`src/rtl/program_loader_pkg.sv`:
```
// Shared encodings for the program loader stage.
// State, error codes and default parameters live here.
package program_loader_pkg;

   typedef enum logic [2:0] {
      LOADER_STATE_IDLE   = 3'd0,
      LOADER_STATE_ACCEPT = 3'd1,
      LOADER_STATE_WRITE  = 3'd2,
      LOADER_STATE_FINISH = 3'd3,
      LOADER_STATE_FAULT  = 3'd4
   } loader_state_e;

   typedef enum logic [1:0] {
      LOADER_ERR_NONE       = 2'd0,
      LOADER_ERR_NO_MARKER  = 2'd1,
      LOADER_ERR_OVERFLOW   = 2'd2,
      LOADER_ERR_EMPTY_CODE = 2'd3
   } loader_err_e;

   localparam int          LOADER_ADDR_WIDTH = 23;
   localparam int          LOADER_MEM_BYTES  = 8000000;
   localparam logic [7:0]  LOADER_CODE_MARKER = 8'd14;

endpackage

```
`src/rtl/program_loader_marker_scanner.sv`:
```
// Watches accepted stream bytes for the code marker.
// Latches the address after the first marker only.
module code_marker_scanner
   import program_loader_pkg::*;
#(
   parameter int         ADDR_WIDTH  = LOADER_ADDR_WIDTH,
   parameter logic [7:0] CODE_MARKER = LOADER_CODE_MARKER
) (
   input  logic                clk,
   input  logic                reset_n,
   input  logic                clear,
   input  logic                accept,
   input  logic [7:0]          in_data,
   input  logic [ADDR_WIDTH:0] byte_count,
   output logic [31:0]         code_start_addr,
   output logic                code_start_valid
);

   localparam logic [ADDR_WIDTH:0] ONE = 1;

   logic [ADDR_WIDTH:0] addr_q, addr_d;
   logic                valid_q, valid_d;

   // first marker wins; clear on a new load
   always_comb begin
      addr_d  = addr_q;
      valid_d = valid_q;
      if (clear) begin
         addr_d  = '0;
         valid_d = 1'b0;
      end else if (accept && !valid_q && in_data == CODE_MARKER) begin
         addr_d  = byte_count + ONE;
         valid_d = 1'b1;
      end
   end

   // marker registers
   always_ff @(posedge clk) begin
      if (!reset_n) begin
         addr_q  <= '0;
         valid_q <= 1'b0;
      end else begin
         addr_q  <= addr_d;
         valid_q <= valid_d;
      end
   end

   assign code_start_addr  = {{(31 - ADDR_WIDTH){1'b0}}, addr_q};
   assign code_start_valid = valid_q;

endmodule

```
`src/rtl/program_loader.sv`:
```
// Streams the program image into SDRAM from address 0.
// Reports the code section start and load status.
module program_loader
   import program_loader_pkg::*;
#(
   parameter int         ADDR_WIDTH  = LOADER_ADDR_WIDTH,
   parameter int         MEM_BYTES   = LOADER_MEM_BYTES,
   parameter logic [7:0] CODE_MARKER = LOADER_CODE_MARKER
) (
   input  logic                  clk,
   input  logic                  reset_n,
   input  logic                  start,
   input  logic [7:0]            in_data,
   input  logic                  in_valid,
   input  logic                  in_last,
   output logic                  in_ready,
   output logic                  mem_wr_en,
   output logic [ADDR_WIDTH-1:0] mem_wr_addr,
   output logic [7:0]            mem_wr_data,
   input  logic                  mem_wr_ready,
   output logic                  busy,
   output logic                  done,
   output logic [1:0]            error,
   output logic [31:0]           code_start_addr,
   output logic                  code_start_valid,
   output logic [ADDR_WIDTH:0]   byte_count
);

   localparam logic [ADDR_WIDTH:0] MEM_LIMIT = (ADDR_WIDTH + 1)'(MEM_BYTES);
   localparam logic [ADDR_WIDTH:0] ONE       = 1;

   loader_state_e         state_q, state_d;
   logic [ADDR_WIDTH:0]   count_q, count_d;
   logic [ADDR_WIDTH-1:0] addr_q, addr_d;
   logic [7:0]            data_q, data_d;
   logic                  last_q, last_d;
   logic                  busy_q, busy_d;
   logic                  done_q, done_d;
   loader_err_e           error_q, error_d;

   logic                  full;
   logic                  accept;
   logic                  restart;
   logic [ADDR_WIDTH:0]   count_inc;
   logic                  empty_code;

   assign full      = (count_q == MEM_LIMIT);
   assign in_ready  = (state_q == LOADER_STATE_ACCEPT) && !full;
   assign accept    = in_valid && in_ready;
   assign restart   = start && (state_q == LOADER_STATE_IDLE ||
                                state_q == LOADER_STATE_FINISH ||
                                state_q == LOADER_STATE_FAULT);
   assign count_inc = count_q + ONE;

   code_marker_scanner #(
      .ADDR_WIDTH  (ADDR_WIDTH),
      .CODE_MARKER (CODE_MARKER)
   ) u_scanner (
      .clk              (clk),
      .reset_n          (reset_n),
      .clear            (restart),
      .accept           (accept),
      .in_data          (in_data),
      .byte_count       (count_q),
      .code_start_addr  (code_start_addr),
      .code_start_valid (code_start_valid)
   );

   // marker on the final byte leaves no code behind it
   assign empty_code = (code_start_addr == {{(31 - ADDR_WIDTH){1'b0}}, count_inc});

   // next-state, write capture and status updates
   always_comb begin
      state_d = state_q;
      count_d = count_q;
      addr_d  = addr_q;
      data_d  = data_q;
      last_d  = last_q;
      busy_d  = busy_q;
      done_d  = done_q;
      error_d = error_q;
      unique case (state_q)
         LOADER_STATE_IDLE,
         LOADER_STATE_FINISH,
         LOADER_STATE_FAULT: begin
            if (start) begin
               state_d = LOADER_STATE_ACCEPT;
               count_d = '0;
               busy_d  = 1'b1;
               done_d  = 1'b0;
               error_d = LOADER_ERR_NONE;
            end
         end
         LOADER_STATE_ACCEPT: begin
            if (accept) begin
               state_d = LOADER_STATE_WRITE;
               addr_d  = count_q[ADDR_WIDTH-1:0];
               data_d  = in_data;
               last_d  = in_last;
            end else if (in_valid && full) begin
               state_d = LOADER_STATE_FAULT;
               busy_d  = 1'b0;
               done_d  = 1'b1;
               error_d = LOADER_ERR_OVERFLOW;
            end
         end
         LOADER_STATE_WRITE: begin
            if (mem_wr_ready) begin
               count_d = count_inc;
               if (last_q) begin
                  state_d = LOADER_STATE_FINISH;
                  busy_d  = 1'b0;
                  done_d  = 1'b1;
                  if (!code_start_valid)
                     error_d = LOADER_ERR_NO_MARKER;
                  else if (empty_code)
                     error_d = LOADER_ERR_EMPTY_CODE;
                  else
                     error_d = LOADER_ERR_NONE;
               end else begin
                  state_d = LOADER_STATE_ACCEPT;
               end
            end
         end
         default: state_d = LOADER_STATE_IDLE;
      endcase
   end

   // state and datapath registers
   always_ff @(posedge clk) begin
      if (!reset_n) begin
         state_q <= LOADER_STATE_IDLE;
         count_q <= '0;
         addr_q  <= '0;
         data_q  <= '0;
         last_q  <= 1'b0;
         busy_q  <= 1'b0;
         done_q  <= 1'b0;
         error_q <= LOADER_ERR_NONE;
      end else begin
         state_q <= state_d;
         count_q <= count_d;
         addr_q  <= addr_d;
         data_q  <= data_d;
         last_q  <= last_d;
         busy_q  <= busy_d;
         done_q  <= done_d;
         error_q <= error_d;
      end
   end

   assign mem_wr_en   = (state_q == LOADER_STATE_WRITE);
   assign mem_wr_addr = addr_q;
   assign mem_wr_data = data_q;
   assign busy        = busy_q;
   assign done        = done_q;
   assign error       = error_q;
   assign byte_count  = count_q;

endmodule

```
`config.mk`:
```
export PLATFORM = sky130hd
export DESIGN_NAME = program_loader
export DESIGN_NICKNAME = d
export VERILOG_FILES = /design/src/rtl/program_loader_pkg.sv /design/src/rtl/program_loader_marker_scanner.sv /design/src/rtl/program_loader.sv
export SDC_FILE = /design/constraint.sdc
export NUM_CORES = 1
export LEC_CHECK = 0
export CORE_MARGIN = 2
export CORE_UTILIZATION = 55
export DETAILED_ROUTE_END_ITERATION = 8
export GPL_TIMING_DRIVEN = 0
export PLACE_DENSITY = 0.85
export SLEW_MARGIN = 20
export SYNTH_ARGS = -nofsm -noshare
export SYNTH_HDL_FRONTEND = slang
export SYNTH_SLANG_ARGS = --single-unit
```
`constraint.sdc`:
```
create_clock -name clk -period 4.7 [get_ports clk]
set_input_delay 0.94 -clock clk [delete_from_list [all_inputs] [get_ports clk]]
set_output_delay 0.94 -clock clk [all_outputs]
set_load 0.005 [all_outputs]
```
==> Word-level counts from Yosys, hierarchy flattened <==
Cells that the tools add are included.
{ "classes": {"bitwise_logic": 1, "reduce_logical": 19, "n_eq_ne": 13, "n_addsub": 1, "mux": 29} }
{ "ops": {"columns": ["op", "count"], "rows": [
  ["two-way mux 24 bit", 2],
  ["case mux 24 bit (2 select lines)", 1],
  ["adder 24 x 1 -> 24 bit (second input constant)", 1],
  ["equality test 24 x 23 -> 1 bit (second input constant)", 1],
  ["equality test 24 bit", 1],
  ["two-way mux 2 bit", 8],
  ["two-way mux 3 bit", 4],
  ["two-way mux 1 bit", 10],
  ["case mux 3 bit (3 select lines)", 1],
  ["equality test 8 x 4 -> 1 bit (second input constant)", 1],
  ["equality test 3 x 2 -> 1 bit (second input constant)", 2],
  ["logical AND 1 bit", 6],
  ["!= test 2 x 1 -> 1 bit (second input constant)", 3],
  ["case mux 1 bit (3 select lines)", 2],
  ["case mux 2 bit (3 select lines)", 1],
  ["AND reduction 3 bit", 2],
  ["AND reduction 6 bit", 1],
  ["!= test 2 bit (second input constant)", 2],
  ["equality test 3 x 1 -> 1 bit (second input constant)", 1],
  ["equality test 3 bit (second input constant)", 1],
  ["logical NOT 3 bit", 1],
  ["!= test 3 x 1 -> 1 bit (second input constant)", 1],
  ["nonzero test 3 bit", 1],
  ["OR reduction 3 bit", 1],
  ["6 further kinds", 8]
]} }
{ "totals": {"wordCells": 73, "in_bits": 14, "out_inout_bits": 94, "reg_bits": 88} }

==> Longest topological paths before layout <==
Gate-level depths: netlist of run 1.
{ "depth": {"ltp_word": 7, "mapped_depth": 13, "depth_no_buf": 10} }

==> By module <==
A second synthesis of run 1 with hierarchy kept.
{ "unflattened": {"cells_unflattened": 627, "area_unflattened_um2": 5201.2} }
{ "modules_own_cells": {"columns": ["mod", "cells_per_inst", "instances", "area_per_inst_um2", "seq_area_each_um2"], "rows": [
  ["program_loader", 457, 1, 3816.2, 1261.2],
  ["code_marker_scanner", 170, 1, 1385.1, 500.5]
]} }

==> Worst setup path before layout of run 1 <==
No wires, ideal clock.
{ "synth_path": {"kind": "reg-to-reg", "from": "reg count_q[0], in the netlist byte_count[0]", "to": "reg error_q[1], in the netlist error[1]", "period_less_slack_ps": 2783, "path_stages_with_launch": 11, "required_time_ps": 4630, "slack_ps": 1917, "path_buffers": 2, "arrival_time_ps": 2713, "setup_time_ps": 70, "cell_sequence": "dfxtp_1 -> clkbuf_1 -> nand4_2 -> or4_1 -> clkbuf_1 -> mux2i_1 -> a21oi_1 -> or4b_1 -> nor4_1 -> a41oi_1 -> a21oi_1"} }
{ "synth_via": {"elab_chain_len": 7, "elab_cells_between_ends": 15, "classes_between": "add/sub (1); eq/ne (4); mux (5); reduce/logical (5)"} }
{ "synth_rtl": {"columns": ["element", "line_no", "text"], "rows": [
  ["from (decl)", "program_loader.sv:33", "logic [ADDR_WIDTH:0] count_q, count_d;"],
  ["from (signal assigned)", "program_loader.sv:142", "count_q <= count_d;"],
  ["adder 24 x 1 -> 24 bit", "program_loader.sv:53", "assign count_inc = count_q + ONE;"],
  ["equality test 24 bit", "program_loader.sv:70", "assign empty_code = (code_start_addr == {{(31 - ADDR_WIDTH){1'b0}}, count_inc});"],
  ["two-way mux 2 bit", "program_loader.sv:116", "else if (empty_code)"],
  ["two-way mux 2 bit", "program_loader.sv:114", "if (!code_start_valid)"],
  ["two-way mux 2 bit", "program_loader.sv:110", "if (last_q) begin"],
  ["two-way mux 2 bit", "program_loader.sv:108", "if (mem_wr_ready) begin"],
  ["case mux 2 bit (3 select lines)", "program_loader.sv:82", "unique case (state_q)"],
  ["to (signal assigned)", "program_loader.sv:148", "error_q <= error_d;"],
  ["to (decl)", "program_loader.sv:39", "loader_err_e error_q, error_d;"]
]} }
Parallel ways exist; a longest one is shown, timed or not. The select of a mux whose other input is x is not followed.
A chain may end at the register's enable or synchronous reset.

==> Worst setup path in the final report of run 1 <==
{ "layout_path": {"from": "reg count_q[0], in the netlist byte_count[0]", "to": "reg u_scanner.addr_q[17]"} }
{ "layout_via": {"elab_chain_len": 6, "elab_cells_between_ends": 7, "classes_between": "add/sub (1); eq/ne (1); reduce/logical (5)"} }
{ "layout_rtl": {"columns": ["element", "line_no", "text"], "rows": [
  ["parallel branches: the longest is 6 deep, another holds adder 24 x 1 -> 24 bit", null, null],
  ["to (signal assigned)", "program_loader_marker_scanner.sv:43", "addr_q <= addr_d;"],
  ["to (decl)", "program_loader_marker_scanner.sv:21", "logic [ADDR_WIDTH:0] addr_q, addr_d;"]
]} }
Parallel ways; which one is timed is not known.

==> results of run 1 <==
## state kept, by name, summed over array words and instances, names as in the netlist
register,flops
busy,1
byte_count,24
done,1
error,2
last_q,1
mem_wr_addr,23
mem_wr_data,8
state_q,3
u_scanner.addr_q,24
u_scanner.code_start_valid,1
## worst paths after layout
kind,startpoint,endpoint,slack (ns),cells past startpoint
worst min register to register,mem_wr_addr[19],mem_wr_addr[19],0.47,2
worst max register to register,byte_count[0],u_scanner.addr_q[17],0.90,12
worst max-delay path,byte_count[0],u_scanner.addr_q[17],0.90,12
worst min-delay path,mem_wr_addr[19],mem_wr_addr[19],0.47,2
## per-layer routing
layer	wire [µm]	part of all wire, %	GRT usage (%)	vias up
met4	1010	5.1	19.9	0
met3	2000	10	6.97	94
met5	0	0	0	-
met2	9010	46	60.5	444
li1	-	-	-	2598
met1	7700	39	49.5	2691
## critical path, delay by kind of cell, from the launching register on
kind	cells	cell delay (ns)
flops	1	0.38
buf+inv	4	1.52
simple gates	6	1.33
compound gates	1	0.16
fa+ha+maj	1	0.24
## power by group through the flow
stage	Sequential, mW	Combinational [mW]	Clock [mW]
floorplan	0.776	0.0774	0
global placement	0.776	0.132	0
detailed placement	0.776	0.140	0
finish	0.759	0.147	0.563
global route	0.760	0.156	0.587
CTS	0.759	0.141	0.555
## layout make-up
class	instances	area [µm²]
Inverter	12	45.0
Multi-Input combinational cell	519	3150
Timing Repair Buffer	98	981
Fill cell	709	2640
Buffer	65	298
Tap cell	129	161
Clock inverter	6	75.1
Clock buffer	10	128
Sequential cell	88	1760
## cells in the final DEF, fill, tap and decap left out, types with 3 or more instances in the layout
cell type	n
a31oi_1	4
buf_4	9
nor3b_1	3
o21ai_0	27
nor2b_1	11
a221oi_1	3
and4_1	4
and3_1	11
xor2_1	15
dfxtp_1	88
inv_1	12
mux2i_1	6
and2_1	8
clkdlybuf4s50_1	98
a21oi_1	19
a211oi_1	23
clkbuf_8	9
o211ai_1	3
xnor2_1	25
nand4_1	11
nor3_1	16
a21o_1	8
or2_2	3
or3_1	6
nand3b_1	4
o2111ai_1	3
nor2_1	66
nand2b_1	4
nor4b_1	3
nor4_1	15
conb_1	8
buf_2	10
a21boi_0	49
nand2_1	100
nand3_1	20
clkbuf_1	44
## metrics by stage
stage,worst slack [ns],power (mW)
after floorplan,1.92,0.853
after global placement,1.23,0.908
after detailed placement,1.11,0.916
after CTS,1.07,1.45
after global routing,0.751,1.50
final,0.905,1.47
## kinds of logic (layout without fill, tap and decap cells)
family | Yosys count | in the layout | share of synthesized area, %
other | 1 | 8 | 0.0717
AO/OA/AOI/OAI | 158 | 158 | 20.9
adder cells (fa/ha/maj) | 2 | 2 | 0.478
AND/OR/NAND/NOR | 303 | 303 | 29.8
flip-flops | 88 | 88 | 33.7
XOR/XNOR | 41 | 41 | 7.13
multiplexers | 7 | 7 | 1.36
buffers and inverters | 77 | 191 | 6.55
==> flow_summary.json, run 1 <==
{
  "synth_top_area_share_pct": 33.7,
  "finalWirelength_um": 19700,
  "grt_pass1_vias": 5522,
  "ys_types": 66,
  "grt_max_degree": 17,
  "die_x_um": 102,
  "yosysMostFrequentCell": "nand2_1",
  "worstSetupPathType": "reg -> reg",
  "avgRoutedWirePerCell_um": 21.3,
  "fp.dieArea_um2": 10300,
  "antenna_found_initial": 0,
  "crit_arrival_ns": 4.00,
  "p_switching_mw": 0.404,
  "status": "complete, no violations",
  "crit_required_ns": 4.90,
  "ir_drop_mv": 0.230,
  "tritoncts": "done",
  "synth_area_leaders": "dfxtp_1, nand2_1, a21boi_0, nor2_1, xnor2_1",
  "gr-total-overflow": 0,
  "cts-buffers-inserted": 9,
  "layout-drive-gt1-share_pct": 6.14,
  "gp_congestion": 1.02,
  "cts_hold_buffers": 0,
  "hp-class": "reg -> reg",
  "crit_fanout": 10,
  "crit_slowest_cell": "buf_1",
  "rsz0062_at_grt": "no",
  "first_pass_iters": 5,
  "async_flop_share_pct": 0,
  "synth_common_cells": "nand2_1, dfxtp_1, nor2_1, a21boi_0, clkbuf_1",
  "crit_path_start_kind": "flip-flop",
  "tns_ns": 0,
  "clockPowerShare_pct": 38.3,
  "fmax_mhz": 263,
  "first_iter_violations": 565,
  "place_area_um2": 6400,
  "finalCritPeriodShare_pct": 80.7,
  "cts_resized": 0,
  "drc": 0,
  "synth_top_cell_by_area": "dfxtp_1",
  "cts.reportedPaths.clkPinSlew_ns": 0.11,
  "ant_nets": 0,
  "start_util_pct": 56.6,
  "h-tree-depth": 3,
  "sw_frac_of_total_pct": 27.5,
  "post_cts_buffers": 0,
  "synth_area_um2": 5230,
  "hpwlAfterDp_um": 14700,
  "relSlewSlack_pct": 36.9,
  "grt_first_pass_wirelength_um": 30000,
  "syn_inst": 677,
  "synth-seq-area-share_pct": 33.7,
  "worst_pin_slew_ns": 0.939,
  "nets": 809,
  "clockRootBuffer": "clkbuf_8",
  "grt_usage_pct": 38.2,
  "finClkSkew_ns": 0.0195,
  "row_count": 35,
  "seqPwrFrac_pct": 51.7,
  "ys_seq_elements": 88,
  "finalHoldViolations": 0,
  "cellPowerDensity_nw_per_um2": 223,
  "max-clock-path-buffers": 2,
  "final_util_pct": 71.5,
  "antenna_cells": 0,
  "finalCriticalPeriod_ns": 3.80,
  "design_area_um2": 6600,
  "p_leak_nw": 2.20,
  "fin_cells": 927,
  "num_vias": 5827,
  "syn_to_final_growth_pct": 26.2,
  "power_frac_comb_pct": 10.0,
  "io_pins": 108,
  "clock_sinks": 88,
  "ys_warn_count": 0,
  "p_int_mw": 1.07,
  "hold_slack_ns": 0.468,
  "chipHeight_um": 102,
  "crit_path_max_incr_delay_ns": 0.63,
  "io_buffers": 98,
  "cp-end-kind": "flip-flop",
  "viasPerCell": 6.29,
  "synth_edf_count": 0,
  "setup_viol": 0,
  "finalMaxSlewViolations": 0,
  "cap_violations": 0,
  "core_area_um2": 9240,
  "dpl.cell_count": 911,
  "avgSynthCellArea_um2": 7.73,
  "ys.flop_type": "dfxtp_1",
  "worstPathCellList": "clkbuf_1 -> inv_1 -> ha_1 -> nor4b_1 -> and4b_1 -> nand4_1 -> and2_1 -> nand2_1 -> nor4_1 -> buf_2 -> buf_1 -> a211oi_1",
  "insertion_delay_ns": 0.36
}
Note: power is estimated with default switching activity, not from simulation.
==> inputs of run 2 (changes only) <==
--- a/config.mk
+++ b/config.mk
@@ -6,10 +6,10 @@
 export NUM_CORES = 1
 export LEC_CHECK = 0
 export CORE_MARGIN = 2
-export CORE_UTILIZATION = 55
+export CORE_UTILIZATION = 47
 export DETAILED_ROUTE_END_ITERATION = 8
 export GPL_TIMING_DRIVEN = 0
-export PLACE_DENSITY = 0.85
+export PLACE_DENSITY = 0.77
 export SLEW_MARGIN = 20
 export SYNTH_ARGS = -nofsm -noshare
 export SYNTH_HDL_FRONTEND = slang
==> constraint.sdc (replaced) <==
create_clock -name clk -period 3.39 [get_ports clk]
set_input_delay 0.678 -clock clk [delete_from_list [all_inputs] [get_ports clk]]
set_output_delay 0.678 -clock clk [all_outputs]
set_load 0.005 [all_outputs]
==> flow_summary.json, run 2 (synthesis gave the netlist of run 1 again) <==
{
  "crit_arrival_ns": 3.53,
  "timing.critical_path.buf_inv": 3,
  "drc": 0,
  "cts-buffers-inserted": 9,
  "sw_frac_of_total_pct": 26.3,
  "grt_pass1_vias": 5362,
  "fin_ws_ns": 0.157,
  "setup_viol": 0,
  "finalCritPeriodShare_pct": 95.4,
  "crit_required_ns": 3.69,
  "power_frac_comb_pct": 9.0,
  "worstSetupPathType": "reg -> reg",
  "p_int_mw": 1.57,
  "cp-end-kind": "flip-flop",
  "relSlewSlack_pct": 33.5,
  "crit_path_max_incr_delay_ns": 0.54,
  "syn_to_final_growth_pct": 28.5,
  "antenna_cells": 0,
  "worstPathCellList": "clkbuf_4 -> inv_1 -> ha_1 -> nor4b_1 -> and4b_1 -> nand4_1 -> and2_1 -> nand2_1 -> nor4_2 -> clkbuf_1 -> nor2_1 -> a211oi_1",
  "first_iter_violations": 467,
  "worst_pin_slew_ns": 0.989,
  "p_leak_nw": 2.26,
  "avgRoutedWirePerCell_um": 20.4,
  "crit_slowest_cell": "clkbuf_1",
  "rsz0062_at_grt": "no",
  "grt_first_pass_wirelength_um": 29400,
  "hold_slack_ns": 0.468,
  "finalMaxSlewViolations": 0,
  "final_cell_mix": "nand2_1, clkdlybuf4s50_1, dfxtp_1",
  "layout-drive-gt1-share_pct": 7.88,
  "place_ws_ns": -0.295,
  "tns_ns": 0,
  "crit_path_start_kind": "flip-flop",
  "seqPwrFrac_pct": 49.4,
  "cts_hold_buffers": 0,
  "row_count": 38,
  "chipHeight_um": 110,
  "total_power_mw": 2.13,
  "clock_sinks": 88,
  "fp.dieArea_um2": 12000,
  "num_vias": 5591,
  "insertion_delay_ns": 0.40,
  "ir_drop_mv": 0.299,
  "fmax_mhz": 309,
  "ant_nets": 0,
  "cellPowerDensity_nw_per_um2": 317,
  "antenna_found_initial": 1,
  "finalCriticalPeriod_ns": 3.23,
  "h-tree-depth": 3,
  "gp_congestion": 0.974,
  "core_area_um2": 10800,
  "io_pins": 108,
  "status": "complete, no violations",
  "crit_family": "simple AND/OR/NAND/NOR gates",
  "finalWirelength_um": 19200,
  "io_buffers": 98,
  "cap_violations": 0,
  "crit_fanout": 10,
  "dpl.cell_count": 922,
  "finalHoldViolations": 0,
  "clockPowerShare_pct": 41.7,
  "hpwlAfterDp_um": 14700,
  "fillers": 1002,
  "tritoncts": "done",
  "final_util_pct": 62.0,
  "finClkSkew_ns": 0.0141,
  "cts.reportedPaths.clkPinSlew_ns": 0.11,
  "p_switching_mw": 0.561,
  "clockRootBuffer": "clkbuf_8",
  "grt_max_degree": 17,
  "design_area_um2": 6720,
  "start_util_pct": 48.3,
  "grt_usage_pct": 32.8,
  "place_area_um2": 6410,
  "hp-class": "reg -> reg",
  "first_pass_iters": 5,
  "viasPerCell": 5.95,
  "max-clock-path-buffers": 2,
  "fin_cells": 939,
  "rrSetupSlack_ns": 0.16,
  "nets": 810,
  "mostFrequentLayoutCell": "nand2_1",
  "die_x_um": 110,
  "gr-total-overflow": 0
}
run 2: changes by cell type in the layout (fill, tap and decap cells not counted), moves of 2 or more:
cell      change
nor4_1        -4
buf_4         +2
nor4_2        +3
buf_2         +2
clkbuf_1      -4
buf_1         -2
run 2: path summary, 6_finish.rpt:
| check | startpoint | end | depth (start not counted) |
|---|---|---|---|
| worst min-delay path | mem_wr_data[7] | mem_wr_data[7] | 2 |
| worst max-delay path | byte_count[0] | u_scanner.addr_q[20] | 12 |
| worst max register to register | byte_count[0] | u_scanner.addr_q[20] | 12 |
| worst min register to register | mem_wr_data[7] | mem_wr_data[7] | 2 |
run 2: routing by layer:
layer  global-route usage [%]  wire length (µm)  up-vias
met1                     42.3              8010     2654
met3                     6.52              1690       35
met5                        0                 0        -
met2                     53.8              9010      288
li1                         -                 -     2614
met4                     13.2               478        0
run 2: cell type report:
class | instances | area (µm²) | share of cell area, %
well taps | 140 | 175 | 2.61
clock buffers | 10 | 138 | 2.05
clock inverters | 6 | 97.6 | 1.45
flip-flops and latches | 88 | 1760 | 26.2
repair buffers | 100 | 996 | 14.8
multi-input cells | 519 | 3210 | 47.7
plain buffers | 64 | 302 | 4.49
inverters | 12 | 45.0 | 0.670
run 2: worst min-delay path, cell delays in order, from the launching register on:
cell and delay (ns):
dfxtp_1 0.32, nand2_1 0.04, a21boi_0 0.06
run 2: power groups by stage:
| stage | clock network [mW] | registers [mW] | logic, mW |
|---|---|---|---|
| after global routing | 0.930 | 1.05 | 0.210 |
| final | 0.888 | 1.05 | 0.191 |
| after floorplan | 0 | 1.08 | 0.107 |
| after global placement | 0 | 1.08 | 0.181 |
| after detailed placement | 0 | 1.08 | 0.186 |
| after CTS | 0.889 | 1.05 | 0.188 |
run 2: timing repair:
item	CTS	global route
pin swaps	1	0
resized for setup	6	10
setup buffers	2	0
endpoints found under the setup margin	24	6
cloned	0	0
==> inputs of run 3 (changes only) <==
--- a/config.mk
+++ b/config.mk
@@ -5,11 +5,13 @@
 export SDC_FILE = /design/constraint.sdc
 export NUM_CORES = 1
 export LEC_CHECK = 0
+export CELL_PAD_IN_SITES_DETAIL_PLACEMENT = 0
+export CELL_PAD_IN_SITES_GLOBAL_PLACEMENT = 1
 export CORE_MARGIN = 2
-export CORE_UTILIZATION = 47
+export CORE_UTILIZATION = 34
 export DETAILED_ROUTE_END_ITERATION = 8
 export GPL_TIMING_DRIVEN = 0
-export PLACE_DENSITY = 0.77
+export PLACE_DENSITY_LB_ADDON = 0.1
 export SLEW_MARGIN = 20
 export SYNTH_ARGS = -nofsm -noshare
 export SYNTH_HDL_FRONTEND = slang
==> flow_summary.json, run 3 (synthesis gave the netlist of run 1 again) <==
{
  "crit_path_max_incr_delay_ns": 0.45,
  "gr-total-overflow": 0,
  "final_util_pct": 45.5,
  "status": "complete, no violations",
  "worstSetupPathType": "reg -> out",
  "avgRoutedWirePerCell_um": 21.0,
  "setup_viol": 0,
  "syn_to_final_growth_pct": 31.7,
  "chipHeight_um": 128,
  "row_count": 45,
  "h-tree-depth": 3,
  "hp-class": "reg -> reg",
  "worstPathCellList": "buf_2 -> inv_1 -> ha_1 -> nor4b_1 -> and4b_1 -> nand4_1 -> and2_1 -> clkdlybuf4s50_1",
  "ir_drop_mv": 0.278,
  "cts-buffers-inserted": 9,
  "grt_max_degree": 16,
  "fp.dieArea_um2": 16400,
  "critPathCapture": "in_ready",
  "cellPowerDensity_nw_per_um2": 341,
  "busiest_layer": "met2",
  "place_area_um2": 6470,
  "timing.rr.start": "byte_count[1]",
  "finClkSkew_ns": 0.00951,
  "grt_pass1_vias": 5191,
  "regToRegEndpoint": "error[1]",
  "clock_sinks": 88,
  "antenna_found_initial": 0,
  "max-clock-path-buffers": 2,
  "cts.reportedPaths.clkPinSlew_ns": 0.07,
  "fmax_mhz": 304,
  "cap_violations": 0,
  "crit_required_ns": 2.71,
  "use_met3_pct": 5.05,
  "insertion_delay_ns": 0.36,
  "startpoint": "byte_count[0]",
  "num_vias": 5452,
  "final_cell_mix": "nand2_1, clkdlybuf4s50_1, dfxtp_1",
  "use_met2_pct": 40.5,
  "drc": 0,
  "finalWirelength_um": 20800,
  "first_iter_violations": 408,
  "dpl.cell_count": 970,
  "tritoncts": "done",
  "crit_fanout": 8,
  "mostFrequentLayoutCell": "nand2_1",
  "crit_slowest_cell": "clkdlybuf4s50_1",
  "first_pass_iters": 5,
  "crit_arrival_ns": 2.61,
  "crit_family": "simple AND/OR/NAND/NOR gates",
  "grt_use_met1_pct": 34.3,
  "core_area_um2": 15100,
  "start_util_pct": 34.5,
  "cts_hold_buffers": 0,
  "io_pins": 108,
  "finalCritPeriodShare_pct": 97.1,
  "viasPerCell": 5.50,
  "finalCriticalPeriod_ns": 3.29,
  "finalHoldViolations": 0,
  "grt_first_pass_wirelength_um": 31300,
  "relSlewSlack_pct": 18.0,
  "finalMaxSlewViolations": 0,
  "path_depth": 8,
  "p_leak_nw": 2.30,
  "layout-drive-gt1-share_pct": 8.48,
  "gp_congestion": 0.959,
  "ant_nets": 0,
  "worst_pin_slew_ns": 1.23,
  "die_x_um": 128,
  "cp-end-kind": "output pin",
  "rr_worst_depth": 9,
  "hpwlAfterDp_um": 15400,
  "io_buffers": 98,
  "grt_usage_pct": 25.7,
  "timing.critical_path.buf_inv": 3,
  "crit_path_start_kind": "flip-flop",
  "nets": 813,
  "fin_cells": 992,
  "rrSetupSlack_ns": 0.19,
  "clockRootBuffer": "clkbuf_16",
  "design_area_um2": 6890
}
-- run 3: final cells by class --
type	instances	area [µm²]
clock inverters	5	60.1
inverters	12	45.0
repair buffers	102	1010
plain buffers	65	308
multi-input cells	519	3210
fillers	1578	8250
flip-flops and latches	88	1760
clock buffers	11	253
well taps	188	235
diodes	2	5.00
-- run 3: worst min path at each step --
stage                     from         endpoint  slack [ns]  depth (start not counted)
3_3_place_gp    mem_wr_data[4]   mem_wr_data[4]        0.45                          2
5_1_grt         mem_wr_addr[2]   mem_wr_addr[2]        0.49                          2
6_report       mem_wr_addr[16]  mem_wr_addr[16]        0.46                          2
3_5_place_dp   mem_wr_addr[16]  mem_wr_addr[16]        0.46                          2
2_1_floorplan           last_q           last_q        0.45                          2
4_1_cts        mem_wr_addr[16]  mem_wr_addr[16]        0.47                          2
-- run 3: tightest hold or removal path, delay by kind of cell, from the launching register on --
family | cells | cell delay, ns
flops | 1 | 0.31
simple gates | 1 | 0.05
compound gates | 1 | 0.06
-- run 3: repair_timing --
item,CTS,global route
endpoints found under the setup margin,26,25
gates resized for setup,8,12
setup buffers,0,4
pin swaps,0,1
-- run 3: per-stage QoR --
stage / hold WS, ns / worst slack [ns] / TNS (ns) / power, mW
final: 0.465 / 0.0971 / 0 / 2.35
after global routing: 0.491 / -0.00922 / -0.00922 / 2.42
after CTS: 0.468 / 0.0459 / 0 / 2.37
after detailed placement: 0.458 / -0.476 / -9.69 / 1.28
after global placement: 0.454 / -0.464 / -9.40 / 1.28
after floorplan: 0.452 / 0.607 / 0 / 1.18
-- run 3: report_power, final --
| group | internal (mW) | switching [mW] | total [mW] |
|---|---|---|---|
| clock | 0.617 | 0.479 | 1.10 |
| sequential | 1.05 | 0.00619 | 1.05 |
| combinational | 0.0788 | 0.126 | 0.205 |
| total | 1.74 | 0.611 | 2.35 |
-- run 3: per-layer routing --
| layer | wire length, µm | up-vias |
|---|---|---|
| met3 | 1270 | 41 |
| met4 | 690 | 0 |
| li1 | - | 2627 |
| met5 | 0 | - |
| met1 | 9370 | 2566 |
| met2 | 9470 | 218 |
==> patch 1 (config.mk and constraints of run 3) <==
Encoding of `loader_state_e`: now one-hot (5 bits for 5 states).
--- a/src/rtl/program_loader_pkg.sv
+++ b/src/rtl/program_loader_pkg.sv
@@ -2,12 +2,12 @@
 // State, error codes and default parameters live here.
 package program_loader_pkg;
 
-   typedef enum logic [2:0] {
-      LOADER_STATE_IDLE   = 3'd0,
-      LOADER_STATE_ACCEPT = 3'd1,
-      LOADER_STATE_WRITE  = 3'd2,
-      LOADER_STATE_FINISH = 3'd3,
-      LOADER_STATE_FAULT  = 3'd4
+   typedef enum logic [4:0] {
+      LOADER_STATE_IDLE   = 5'b00001,
+      LOADER_STATE_ACCEPT = 5'b00010,
+      LOADER_STATE_WRITE  = 5'b00100,
+      LOADER_STATE_FINISH = 5'b01000,
+      LOADER_STATE_FAULT  = 5'b10000
    } loader_state_e;
 
    typedef enum logic [1:0] {
Formal check against the unedited RTL: no difference found for any inputs over 10 cycles, from zero or initial values and one cycle with reset_n low; not proved beyond that.
==> patch 1 against run 3 <==
Wire length is 19% lower; synthesized area down 6.7%; sequential cell count grew 2; setup slack improved by 0.088 ns; critical path depth is 1 higher; final area is 6.6% lower; critical path type is now reg2reg.
Power is not compared: it rests on default switching activity, and its combinational part moved more than twofold at a synthesized area within 25%.
==> patch 1: results (changes against run 3) <==
outcome finished, final reports clean (unchanged); post-synthesis sequential area ratio 36.9% (was 33.7%); Worst Hold Launch mem_wr_addr[0] (was mem_wr_addr[16]); vias 5032 (was 5452); pin count of the biggest net entering global routing 17 (was 16); synth top area cells dfxtp_1 (37%), nand2_1 (7.7%), a21oi_1 (6.6%) (was dfxtp_1 (34%), nand2_1 (7.2%), a21boi_0 (7.0%)); Critical R2R Launch byte_count[2] (was byte_count[1]); Storage cell area 1800 µm² (was 1760 µm²); Slew HR 48.2% (was 18.0%); Worst Path Max Fanout 10 (was 8); Tcrit/Tclk final 94.5% (was 97.1%); Hold WC Path Type reg2reg (unchanged); Ant. Diodes 0 (was 2); metal1 wirelength 7510 µm (was 9370 µm); routability cong. 0.903 (was 0.959); Final nets 768 (was 813); top layer in use met4 (unchanged); met3 WL 1080 µm (was 1270 µm); Clock Skews 0.0122 ns (was 0.00951 ns); leading post-synthesis cells by instance count nand2_1 (100), dfxtp_1 (90), nor2_1 (74), a21oi_1 (64), clkbuf_1 (30) (was nand2_1 (100), dfxtp_1 (88), nor2_1 (66), a21boi_0 (49), clkbuf_1 (43)); first-pass GRT wire length 26300 µm (was 31300 µm); share of cells above drive strength 1 8.32% (was 8.48%); Unique masters post-synth 67 (was 66); RR Endpoint error[0] (was error[1]); Pre-antenna DRT Iters 6 (was 5); WL/cell 17.9 µm (was 21.0 µm); Hold EP mem_wr_addr[0] (was mem_wr_addr[16]); Critical Path Start byte_count[2] (was byte_count[0]); Detailed Place HPWL 12400 µm (was 15400 µm); GRT Total Usage 22.8% (was 25.7%); hold slack final 0.456 ns (was 0.465 ns); First DRT Iteration DRCs 347 (was 408); vias in the first global route 4795 (was 5191); worst path arrival time 3.47 ns (was 2.61 ns)
[patch 1: power groups by stage]
stage	combinational, W	clock, W	sequential [W]
global route	0.000559	0.00112	0.00111
floorplan	0.000308	0	0.00113
global placement	0.000490	0	0.00113
finish	0.000501	0.00105	0.00111
CTS	0.000493	0.00107	0.00111
detailed placement	0.000492	0	0.00113
[patch 1: cell families after synthesis]
family | Yosys count | synth area share [%]
compound gates | 148 | 19.5
xor+xnor | 37 | 6.64
fa+ha+maj | 2 | 0.512
buf+inv | 76 | 7.10
flops | 90 | 36.9
mux | 4 | 0.820
other cells | 1 | 0.0768
simple gates | 278 | 28.5
[patch 1: worst max path at each step]
stage	endpoint
after CTS	error[0]
final	error[0]
after global placement	error[0]
after floorplan	error[0]
after detailed placement	error[0]
after global routing	error[0]
[patch 1: per-stage QoR]
stage          TNS, ns  instances
2_1_floorplan        0        643
3_3_place_gp    -0.333        921
3_5_place_dp    -0.444        921
4_1_cts              0        937
5_1_grt              0        937
6_report             0        937
[patch 1: routing by layer]
layer	GRT usage, %	up-vias
met2	37.2	209
met1	30.7	2347
met4	8.31	0
met5	0	-
met3	3.25	31
li1	-	2445
[patch 1: final cells by class]
type                            count  area share, %
Inverter                           16          0.933
Timing Repair Buffer               98           15.2
Tap cell                          180           3.50
Buffer                             60           4.45
Clock inverter                      6           1.13
Sequential cell                    90           28.0
Multi-Input combinational cell    477           43.2
Clock buffer                       10           3.56
[patch 1: repair_timing]
item	in CTS	in global routing
gates resized for setup	2	2
setup endpoints to repair	2	2
pin swaps	0	0
cloned	0	0
setup buffers	0	0
[patch 1: worst max-delay path, stage by stage, from the launching register on]
cell and delay, ns:
dfxtp_1 0.34, buf_2 0.24, nand4_1 0.32, nor3_1 0.59
xnor2_1 0.21, a22oi_1 0.31, nand2_1 0.12, a2111oi_2 0.39
nand4_1 0.32, o41ai_2 0.28
==> patch 2 (flow settings as in run 3) <==
Without the edit above. The package constant `LOADER_ADDR_WIDTH` goes from 23 to 21.
--- a/src/rtl/program_loader_pkg.sv
+++ b/src/rtl/program_loader_pkg.sv
@@ -17,7 +17,7 @@
       LOADER_ERR_EMPTY_CODE = 2'd3
    } loader_err_e;
 
-   localparam int          LOADER_ADDR_WIDTH = 23;
+   localparam int          LOADER_ADDR_WIDTH = 21;
    localparam int          LOADER_MEM_BYTES  = 8000000;
    localparam logic [7:0]  LOADER_CODE_MARKER = 8'd14;
 
Interface: changed (resized byte_count and mem_wr_addr); port bits go from 108 to 104. The function was not compared with the original's and may differ.
==> patch 2 against run 3 <==
Clock power is 15% lower; die area is 11% lower; sequential share of layout area is 1.5 points higher; setup slack better by 0.13 ns; final area is 12% lower; synthesized area is 12% lower; clock skew is 0.0027 ns lower; wire length is 27% lower; sequential cell count is 6 lower; count of clock-buffer cells in the layout is 1 lower; utilization is 0.32 points higher; total power is 10% lower.
==> patch 2: results (changes against run 3) <==
GRT Total Usage 21.2% (was 25.7%); vias in the first global route 3983 (was 5191); share of cells above drive strength 1 8.91% (was 8.48%); outcome finished, final reports clean (unchanged); synth top area cells dfxtp_1 (36%), mux2i_1 (6.3%), nor2b_1 (5.7%) (was dfxtp_1 (34%), nand2_1 (7.2%), a21boi_0 (7.0%)); Max IR drop VDD 0.197 mV (was 0.278 mV); setup bufs post-CTS 0 (unchanged); I/O Buffers 93 (was 98); CP delay by family, top simple AND/OR/NAND/NOR gates (unchanged); Synth async-reset ratio 0% (unchanged); achievable clock frequency 0.316 GHz (was 0.304 GHz); root buffer cell clkbuf_16 (unchanged); leakage 2.25 nW (was 2.30 nW); Detailed Place HPWL 11100 µm (was 15400 µm); worst-case clock buffer depth 2 (unchanged); Num CTS Buffers 9 (unchanged); WL/cell 18.0 µm (was 21.0 µm); worst path arrival time 3.44 ns (was 2.61 ns); post-synthesis sequential area ratio 35.6% (was 33.7%); post-synthesis mux area share 6.78% (was 1.36%); Sw Share 26.1% (was 26.0%); vias 4296 (was 5452); Top FF cell, synth dfxtp_1 (unchanged); final setup vio count 0 (unchanged); post-CTS sizing 0 (was 8); Hold WC Path Type reg2reg (unchanged); flop2flop setup slack 0.23 ns (was 0.19 ns); xor-xnor portion of the synthesized cell area 7.73% (was 7.13%); Clock Skews 0.00677 ns (was 0.00951 ns); slowest stage delay, CP 0.54 ns (was 0.45 ns); compound-cell area share of the yosys netlist 16.4% (was 20.9%); First DRT Iteration DRCs 413 (was 408); first-pass GRT wire length 23100 µm (was 31300 µm); Worst Hold Launch done (was mem_wr_addr[16]); Slew HR 45.8% (was 18.0%); met3 WL 757 µm (was 1270 µm); routability cong. 0.926 (was 0.959); met2 WL 6980 µm (was 9470 µm); pin count of the biggest net entering global routing 15 (was 16); CP max-delay cell or4_1 (was clkdlybuf4s50_1); leading post-synthesis cells by instance count dfxtp_1 (82), nor2_1 (65), nor2b_1 (42), mux2i_1 (29) (was nand2_1 (100), dfxtp_1 (88), nor2_1 (66), a21boi_0 (49), clkbuf_1 (43)); metal1 wirelength 7060 µm (was 9370 µm); Layout fillers 1365 (was 1578); Critical Path Start byte_count[0] (unchanged); Ant. Diodes 0 (was 2); met2 Use GR 32.8% (was 40.5%); yosys warns 0 (unchanged); area share of fa/ha/maj cells after synthesis 0.543% (was 0.478%); pre-CTS setup slack 0.211 ns (was -0.476 ns); Critical R2R Launch byte_count[0] (was byte_count[1]); Worst Path Max Fanout 9 (was 8); Unique masters post-synth 61 (was 66); top layer in use met4 (unchanged); M3 GR Usage 3.73% (was 5.05%); Pre-antenna DRT Iters 5 (unchanged); Final nets 673 (was 813); GR Layer Usage met1 29.3% (was 34.3%); EDFF count, synth 0 (unchanged)
patch 2: changes by cell type in the layout (fill, tap and decap cells not counted), sizes merged, moves of 6 or more:
cell,run 3,this run
a21boi,49,13
nor2b,11,42
nor4,17,7
mux2i,6,29
and3,11,4
dfxtp,88,82
clkbuf,53,35
nand2,100,25
o21ai,27,21
nand3,23,16
patch 2: logic make-up (layout without fill, tap and decap cells):
logic type / after synthesis / in the layout
buf+inv: 63 / 172
mux: 31 / 31
fa+ha+maj: 2 / 2
flops: 82 / 82
other cells: 1 / 10
simple gates: 215 / 215
compound gates: 111 / 111
xor+xnor: 39 / 39
patch 2: worst paths after layout:
| kind | to | cells past startpoint |
|---|---|---|
| setup / recovery | error[0] | 10 |
| hold / removal | done | 2 |
| setup reg to reg | error[0] | 10 |
| hold reg to reg | done | 2 |
patch 2: cell type report:
type | count | area share [%]
multi-input combinational | 408 | 44.2
buffer | 55 | 4.76
clock buffer | 10 | 3.77
clock inverter | 6 | 0.701
tap | 176 | 3.63
inverter | 8 | 0.495
timing repair buffer | 93 | 15.3
sequential | 82 | 27.1
patch 2: through the flow:
step	hold slack (ns)	instances	util [%]	instance area (µm²)	total power, W
after floorplan	0.465	553	-	4650	0.00112
after global placement	0.452	822	43.8	5800	0.00120
after detailed placement	0.459	822	43.8	5800	0.00121
after CTS	0.476	838	45.8	6070	0.00213
after global routing	0.515	838	45.8	6070	0.00219
final	0.470	838	45.8	6070	0.00211
patch 2: power groups by stage:
stage / clock [W] / sequential, W / combinational [W]
final: 0.000930 / 0.000983 / 0.000201
after floorplan: 0 / 0.00100 / 0.000117
after detailed placement: 0 / 0.00101 / 0.000201
after global placement: 0 / 0.00100 / 0.000200
after global routing: 0.000983 / 0.000984 / 0.000218
after CTS: 0.000948 / 0.000983 / 0.000201
